<file path="src/rtl/stimer_sched_if.sv">
// Supervisor timer compare bus: CSR write strobes, mtime in, compare readback and interrupt out.
interface stimer_sched_if #(
   parameter int unsigned XLEN = 64
);
   logic            StallW;
   logic            STCE;
   logic            WriteSTIMECMPM;
   logic            WriteSTIMECMPHM;
   logic [XLEN-1:0] CSRWriteValM;
   logic [63:0]     MTIME_CLINT;
   logic [63:0]     STIMECMP_REGW;
   logic            STimerInt;

   modport master (
      output StallW, STCE, WriteSTIMECMPM, WriteSTIMECMPHM, CSRWriteValM, MTIME_CLINT,
      input  STIMECMP_REGW, STimerInt
   );

   modport slave (
      input  StallW, STCE, WriteSTIMECMPM, WriteSTIMECMPHM, CSRWriteValM, MTIME_CLINT,
      output STIMECMP_REGW, STimerInt
   );
endinterface

</file>
<file path="src/rtl/stimer_sched.sv">
// Sstc supervisor timer: owns STIMECMP and raises STimerInt via a two-stage split
// 32-bit compare against mtime, with a short hold-off after every committed write.
module stimer_sched #(
   parameter int unsigned XLEN           = 64,
   parameter bit          SSTC_SUPPORTED = 1'b1
) (
   input logic            clk,
   input logic            reset,
   stimer_sched_if.slave  bus
);
   localparam int unsigned HOLD_W    = 2;
   localparam int unsigned HALF_W    = 32;
   localparam logic [HOLD_W-1:0] HOLD_LOAD = HOLD_W'(2);

   if (SSTC_SUPPORTED) begin : g_sstc
      logic [63:0]       cmp_q, cmp_d;
      logic              lo_ge_q, hi_gt_q, hi_eq_q;
      logic              lo_ge_d, hi_gt_d, hi_eq_d;
      logic [HOLD_W-1:0] hold_q, hold_d;
      logic              int_q, int_d;
      logic              wr_lo_c, wr_hi_c, commit_c;

      // Write commit, split compare and hold-off next-state logic
      always_comb begin
         wr_lo_c  = bus.STCE & ~bus.StallW & bus.WriteSTIMECMPM;
         wr_hi_c  = (XLEN == 32) & bus.STCE & ~bus.StallW & bus.WriteSTIMECMPHM;
         commit_c = wr_lo_c | wr_hi_c;

         cmp_d = cmp_q;
         if (XLEN == 64) begin
            if (wr_lo_c) cmp_d = 64'(bus.CSRWriteValM);
         end else begin
            if (wr_lo_c) cmp_d[HALF_W-1:0]  = bus.CSRWriteValM[HALF_W-1:0];
            if (wr_hi_c) cmp_d[63:HALF_W]   = bus.CSRWriteValM[HALF_W-1:0];
         end

         lo_ge_d = bus.MTIME_CLINT[HALF_W-1:0] >= cmp_q[HALF_W-1:0];
         hi_gt_d = bus.MTIME_CLINT[63:HALF_W]  >  cmp_q[63:HALF_W];
         hi_eq_d = bus.MTIME_CLINT[63:HALF_W]  == cmp_q[63:HALF_W];

         if (commit_c)                     hold_d = HOLD_LOAD;
         else if (hold_q != HOLD_W'(0))    hold_d = hold_q - HOLD_W'(1);
         else                              hold_d = HOLD_W'(0);

         // Stale stage-1 results are masked until the new deadline has propagated
         int_d = (hi_gt_q | (hi_eq_q & lo_ge_q)) & bus.STCE & (hold_q == HOLD_W'(0));
      end

      always_ff @(posedge clk or negedge reset) begin
         if (!reset) begin
            cmp_q   <= '1;
            lo_ge_q <= 1'b0;
            hi_gt_q <= 1'b0;
            hi_eq_q <= 1'b0;
            hold_q  <= HOLD_LOAD;
            int_q   <= 1'b0;
         end else begin
            cmp_q   <= cmp_d;
            lo_ge_q <= lo_ge_d;
            hi_gt_q <= hi_gt_d;
            hi_eq_q <= hi_eq_d;
            hold_q  <= hold_d;
            int_q   <= int_d;
         end
      end

      assign bus.STIMECMP_REGW = cmp_q;
      assign bus.STimerInt     = int_q;
   end else begin : g_inert
      logic unused_inputs;
      assign unused_inputs     = ^{clk, reset, bus.StallW, bus.STCE, bus.WriteSTIMECMPM,
                                   bus.WriteSTIMECMPHM, bus.CSRWriteValM, bus.MTIME_CLINT};
      assign bus.STIMECMP_REGW = '1;
      assign bus.STimerInt     = 1'b0;
   end
endmodule
</file>
<file path="src/flat_wrapper.sv">
// flat-port wrapper written by rule: the top's interface ports become plain ports
module stimer_sched_flat 
#(
   parameter int unsigned XLEN           = 64,
   parameter bit          SSTC_SUPPORTED = 1'b1
)
  (clk, reset, bus_StallW, bus_STCE, bus_WriteSTIMECMPM, bus_WriteSTIMECMPHM, bus_CSRWriteValM, bus_MTIME_CLINT, bus_STIMECMP_REGW, bus_STimerInt);
  stimer_sched_if #(.XLEN(XLEN)) bus_i ();
  input logic clk;
  input logic reset;
  input wire logic [$bits(bus_i.StallW)-1:0] bus_StallW;
  input wire logic [$bits(bus_i.STCE)-1:0] bus_STCE;
  input wire logic [$bits(bus_i.WriteSTIMECMPM)-1:0] bus_WriteSTIMECMPM;
  input wire logic [$bits(bus_i.WriteSTIMECMPHM)-1:0] bus_WriteSTIMECMPHM;
  input wire logic [$bits(bus_i.CSRWriteValM)-1:0] bus_CSRWriteValM;
  input wire logic [$bits(bus_i.MTIME_CLINT)-1:0] bus_MTIME_CLINT;
  output wire logic [$bits(bus_i.STIMECMP_REGW)-1:0] bus_STIMECMP_REGW;
  output wire logic [$bits(bus_i.STimerInt)-1:0] bus_STimerInt;
  assign bus_i.StallW = bus_StallW;
  assign bus_i.STCE = bus_STCE;
  assign bus_i.WriteSTIMECMPM = bus_WriteSTIMECMPM;
  assign bus_i.WriteSTIMECMPHM = bus_WriteSTIMECMPHM;
  assign bus_i.CSRWriteValM = bus_CSRWriteValM;
  assign bus_i.MTIME_CLINT = bus_MTIME_CLINT;
  assign bus_STIMECMP_REGW = bus_i.STIMECMP_REGW;
  assign bus_STimerInt = bus_i.STimerInt;
  stimer_sched #(.XLEN(XLEN), .SSTC_SUPPORTED(SSTC_SUPPORTED)) u_core (.clk(clk), .reset(reset), .bus(bus_i));
endmodule
</file>
<file path="config.mk">
export PLATFORM = sky130hd
export DESIGN_NAME = stimer_sched_flat
export DESIGN_NICKNAME = d
export VERILOG_FILES = /design/src/rtl/stimer_sched_if.sv /design/src/rtl/stimer_sched.sv /design/src/flat_wrapper.sv
export SDC_FILE = /design/constraint.sdc
export NUM_CORES = 1
export LEC_CHECK = 0
export ABC_AREA = 0
export CORE_MARGIN = 1
export CORE_UTILIZATION = 42
export CTS_CLUSTER_SIZE = 30
export DETAILED_ROUTE_END_ITERATION = 12
export GPL_ROUTABILITY_DRIVEN = 0
export GPL_TIMING_DRIVEN = 0
export MAX_ROUTING_LAYER = met4
export PLACE_DENSITY = 0.82
export SLEW_MARGIN = 0
export SYNTH_ARGS = -nofsm -noshare
export SYNTH_HDL_FRONTEND = slang
export SYNTH_SLANG_ARGS = --single-unit
export TNS_END_PERCENT = 20
</file>
<file path="constraint.sdc">
create_clock -name clk -period 2.6 [get_ports clk]
set_clock_uncertainty 0.15 [all_clocks]
set_input_delay 0.52 -clock clk [delete_from_list [all_inputs] [get_ports clk]]
set_output_delay 0.52 -clock clk [all_outputs]
set_load 0.02 [all_outputs]
</file>
# Word level (Yosys, flattened, before mapping)
# Cells that the tools add are included.
# Widths: inputs -> output; s select.
# totals
elab_cells	21
ff_bits	70
inputBits	134
# op_classes
eq_ne	1
magnitude_cmp	2
bitwise_logic	7
n_reduce_logical	2
add_sub_neg	1
muxes	2
# ops
op	count
$eq 32x32->1	1
$ge 32x32->1	1
$gt 32x32->1	1
$and 1x1->1	5
$mux 2	2
$logic_not 2->1	1
$reduce_bool 2->1	1
$sub 2x1->2 const B	1
$not 1->1	1
$or 1x1->1	1

# Logic depth before layout (Yosys ltp)
# logic_depth
ltp_word	4
ltp_mapped	7
depth_no_buf	7

# Worst setup path before layout
# Ideal clock, no wire load.
# synth_timing
path_type	reg-to-reg
start	reg u_core.g_sstc.cmp_q[17] (netlist: u_core.bus.STIMECMP_REGW[17])
end	reg u_core.g_sstc.lo_ge_q
period_less_slack_ns	2.184
stages_incl_launch_ff	8
arrival_time_ns	1.899
setup_ns	0.134
t_required_ns	2.316
path_slack_ns	0.416
path_cell_list	dfstp_2 -> inv_1 -> ha_1 -> a21oi_2 -> o21ai_1 -> a221o_1 -> a2111oi_2 -> o21ai_1
# synth_via
elab_chain_len	1
# synth_rtl
element	line_no	text
from (decl)	stimer_sched.sv:16	logic [63:0] cmp_q, cmp_d;
from (signal assigned)	stimer_sched.sv:58	cmp_q <= cmp_d;
$ge 32x32->1	stimer_sched.sv:37	lo_ge_d = bus.MTIME_CLINT[HALF_W-1:0] >= cmp_q[HALF_W-1:0];
via u_core.g_sstc.lo_ge_d	stimer_sched.sv:18	logic lo_ge_d, hi_gt_d, hi_eq_d;
to (signal assigned)	stimer_sched.sv:59	lo_ge_q <= lo_ge_d;
to (decl)	stimer_sched.sv:17	logic lo_ge_q, hi_gt_q, hi_eq_q;
# The timed path passes the listed nets, and every way through them passes these cells.
# A chain may end at the register's enable or synchronous reset.

# Worst setup path in the final report
# layout_timing
start	in bus_MTIME_CLINT[0]
end	reg u_core.g_sstc.lo_ge_q
# layout_via
elab_chain_len	1
# layout_rtl
element	line_no	text
from (decl)	flat_wrapper.sv:16	input wire logic [$bits(bus_i.MTIME_CLINT)-1:0] bus_MTIME_CLINT;
$ge 32x32->1	stimer_sched.sv:37	
via u_core.g_sstc.lo_ge_d	stimer_sched.sv:18	
# The timed path passes the listed nets, and every way through them passes these cells.

==> flow_results.org <==
** Run status
- The run finished with clean final reports.

** Critical path
- The worst setup path is captured at a flop.
- Cell class contributing the biggest share of worst-path delay :: compound AO/OA/AOI/OAI gates
- Critical Path Start Type :: input pin
- Highest cell delay on the worst timing path :: 0.51 ns
- FF-to-FF End :: u_core.g_sstc.lo_ge_q
- Buffers and inverters on the worst path :: 2
- Data on the critical path is required at its endpoint by 2.65 ns.
- Series of cell instances along the critical path :: clkdlybuf4s50_1, inv_1, ha_1, nand2b_1, a31oi_1, o21ai_0, a2111oi_1, o21ai_1
- Register-to-register setup slack :: 0.29 ns
- In this run the critical register-to-register path is launched from u_core.bus.STIMECMP_REGW[2].
- Of all nets on the critical path, the largest fanout is 1.
- The setup path with the least slack is of type input pin to flop.
- Standard cell with the maximum stage delay on the critical path :: sky130_fd_sc_hd__a2111oi_1
- The number of cells on the worst reg-to-reg path is 7.
- Data arrives at the worst endpoint at between 2 and 2.5 ns.

** Clock network
- Worst-path clk slew :: 0.07 ns
- Number of buffers inserted for hold repair after clock tree synthesis :: 0
- H-Tree Level Count :: 3
- CTS Root Buffer Type :: sky130_fd_sc_hd__clkbuf_8
- For this design, the sink count on the clock tree is 70.
- Clock latency of the later-clocked register in the worst-skew pair :: 0.34 ns
- Post-CTS Setup Inserts :: 0
- Post-cts repair resize count :: 0
- No sink is reached through more buffers than the 2 on the longest clock path.
- Buffers inserted during clock tree synthesis total 9.
- TritonCTS built the clock tree.

** Detailed routing
- For this run, design rule violations remaining after detail routing come to 0.
- Number of violations reported at the end of detailed-routing iteration 0 :: 29
- Once detail routing completed, the nets flagged for antenna violations numbered 0.
- Routed vias/inst :: 4.976
- After detailed routing, the total wire length is roughly 11 mm.
- Number of search-and-repair iterations in the first detailed-routing pass :: 4
- Total via count after detailed routing :: 3568
- Average wire per cell in the routed design :: ~15 µm

** Power
- In this run the power density over the cells is 617.2 nW/µm².
- Leakage dissipation :: 2.928 nW
- Highest ir drop seen on vdd :: 0.3450 mV

** Synthesis
- The top cell type by area accounts for 40.30% of the synthesized area.
- Yosys printed 0 warnings.
- Synthesis-stage register bit count :: 70
- Area of the mapped netlist :: 4238 µm²
- Synthesis produced a netlist with a net count of 569.
- Fraction of registers with async set or reset after synthesis :: 100.0%
- Yosys attributes the largest share of cell area to sky130_fd_sc_hd__dfstp_2, sky130_fd_sc_hd__ha_1, sky130_fd_sc_hd__mux2_2.
- Number of flops mapped to enable cells by yosys :: 0
- Most common library cells after synthesis :: sky130_fd_sc_hd__dfstp_2, sky130_fd_sc_hd__inv_1, sky130_fd_sc_hd__ha_1, sky130_fd_sc_hd__mux2_2, sky130_fd_sc_hd__a21oi_1
- After technology mapping, the gate count stands at about 370.
- Post-synth top area cell :: sky130_fd_sc_hd__dfstp_2
- After synthesis, the netlist uses 35 different library cells.
- Sequential cells were found to cover a little over two fifths of the synthesized design area.
- Post-Synthesis Mean Instance Area :: approximately 11 µm²
- Predominant post-synthesis flop cell :: sky130_fd_sc_hd__dfstp_2

** GRT
- Global-route wire length before repair :: about 17 mm
- For this run, global-route usage on met3 was measured as around 5.7%.
- Global-route layer with the greatest usage :: met2
- Global routing used 21.88% of the available tracks across all layers.
- Total congestion overflow after global routing :: 0
- Met2 Usage GRT :: a little over a third
- Via count of the first global-routing pass :: approximately 3700
- Largest net degree at the start of global routing :: 71
- In the global route stage, met1 resource usage came out at between 20% and 30%.
- Initial antenna violation count :: 0

** STA
- For the pin with the worst max-slew slack, the measured transition is 0.8822 ns.
- RSZ-0062 raised after global routing :: no
- The worst pin sits at a relative slew slack of roughly two fifths.
- Minimum clock period after layout :: between 2 and 2.5 ns
- Setup violations remaining at the end of the flow were counted as 0.
- Final hold viol count :: 0
- After layout, the worst path uses just over 90% of the clock period.
- Highest clock rate :: 424.1 MHz
- The count of pins over their slew limit was 0.

** Finish
- The finished cells cover 6561 µm².
- The finished layout holds between 700 and 800 standard cells, fillers aside.
- Compared with the post-synthesis result, the final layout area differs by 54.83%.
- Cells fill 67.13% of the core in the end.
- Of the cells placed in the final design, the portion with a size suffix greater than 1 is about 27%.
- The final layout contains 777 nets.
- The number of antenna diodes in the final layout is 0.
- Count of filler cells inserted in the layout :: 765

** Place
- Placed cell areas :: 6374 µm²
- Including well taps, the total number of placed cells is 701.
- Number of I/O port buffers :: 197
- Detailed placer's ending HPWL :: slightly below 9 mm

** Floorplanning
- Chip Height :: 102.5 µm
- Die footprint :: 10500 µm²
- 199 I/O pins were placed.
- The die is 102.5 µm wide.
- Std-Cell Rows :: 36
- The region available for standard cell placement spans around 10000 µm².
- For this configuration, the core starts out at a cell density of between 40% and 50%.

** Flow run
- Max-cap violations in this run came to 0.

** Min path
- Type of the tightest min-delay check :: input pin to asynchronous set/reset pin
## cell usage in the layout (no fill, tap or decap), drive strengths merged, types with 2 or more instances in the layout
cell type | synthesis | final
inv | 65 | 65
nand2b | 2 | 2
dfstp | 65 | 65
nor3 | 3 | 3
clkinv | 0 | 2
nand3 | 10 | 10
a21oi | 26 | 26
nor2b | 2 | 2
ha | 64 | 64
dfrtp | 5 | 5
clkdlybuf4s50 | 0 | 196
nand2 | 15 | 15
buf | 7 | 8
a21o | 6 | 6
o21ai | 8 | 8
and4 | 4 | 4
mux2 | 64 | 64
nor2 | 2 | 2
clkbuf | 0 | 13
nand4 | 9 | 9
a2111oi | 2 | 2
## stage by stage
| step | worst slack, ns | hold slack [ns] | power (mW) | setup TNS (ns) |
|---|---|---|---|---|
| finish | 0.2420 | 0.1876 | 4.050 | 0 |
| global route | 0.1274 | 0.2314 | 4.327 | 0 |
| CTS | 0.03396 | 0.1826 | 4.107 | 0 |
| detailed placement | -0.3104 | 0.3044 | 3.245 | -0.3104 |
| global placement | -1.508 | 0.2932 | 3.184 | -53.55 |
| floorplan | 0.4164 | 0.07441 | 2.454 | 0 |
## sequential cells by signal, summed over array words and instances (netlist names)
name	flops
u_core.g_sstc.hi_eq_q	1
u_core.bus.STimerInt	1
u_core.g_sstc.hold_q	2
u_core.g_sstc.lo_ge_q	1
u_core.g_sstc.hi_gt_q	1
u_core.bus.STIMECMP_REGW	64
## kinds of logic after synthesis
| family | after synthesis | synth area share [%] |
|---|---|---|
| AND/OR/NAND/NOR | 51 | 6.820 |
| AO/OA/AOI/OAI | 50 | 7.441 |
| flip-flops | 70 | 43.25 |
| adder cells (fa/ha/maj) | 64 | 18.90 |
| buffers and inverters | 72 | 6.584 |
| multiplexers | 64 | 17.01 |
## cell type report
| type | instances | area [µm²] | area share [%] |
|---|---|---|---|
| multi-input combinational | 229 | 2127 | 32.42 |
| clock inverter | 3 | 17.52 | 0.2670 |
| buffer | 7 | 35.03 | 0.5339 |
| tap | 133 | 166.4 | 2.536 |
| sequential | 70 | 1833 | 27.94 |
| inverter | 65 | 244.0 | 3.719 |
| clock buffer | 13 | 168.9 | 2.574 |
| timing repair buffer | 197 | 1969 | 30.02 |
## worst max path at each step
stage          depth (start not counted)                          from  slack (ns)                      end
2_1_floorplan                          7  u_core.bus.STIMECMP_REGW[17]        0.42    u_core.g_sstc.lo_ge_q
3_5_place_dp                           8            bus_MTIME_CLINT[0]       -0.31    u_core.g_sstc.lo_ge_q
5_1_grt                                8            bus_MTIME_CLINT[0]        0.13    u_core.g_sstc.lo_ge_q
3_3_place_gp                           1                         reset       -1.51  u_core.g_sstc.hold_q[0]
6_report                               8            bus_MTIME_CLINT[0]        0.24    u_core.g_sstc.lo_ge_q
4_1_cts                                8            bus_MTIME_CLINT[0]        0.03    u_core.g_sstc.lo_ge_q
## report_power, final
| group | internal [mW] | switching [mW] |
|---|---|---|
| Clock | 0.422 | 0.404 |
| Combinational | 0.887 | 0.751 |
| Sequential | 1.43 | 0.151 |
| Total | 2.74 | 1.31 |
## metal layers
metal	up-vias	share of wire, %
li1	1724	-
met1	1670	41
met2	147	48
met3	27	8.8
met4	0	2.6
met5	-	0
No activity file was read; power rests on OpenSTA's default activity.
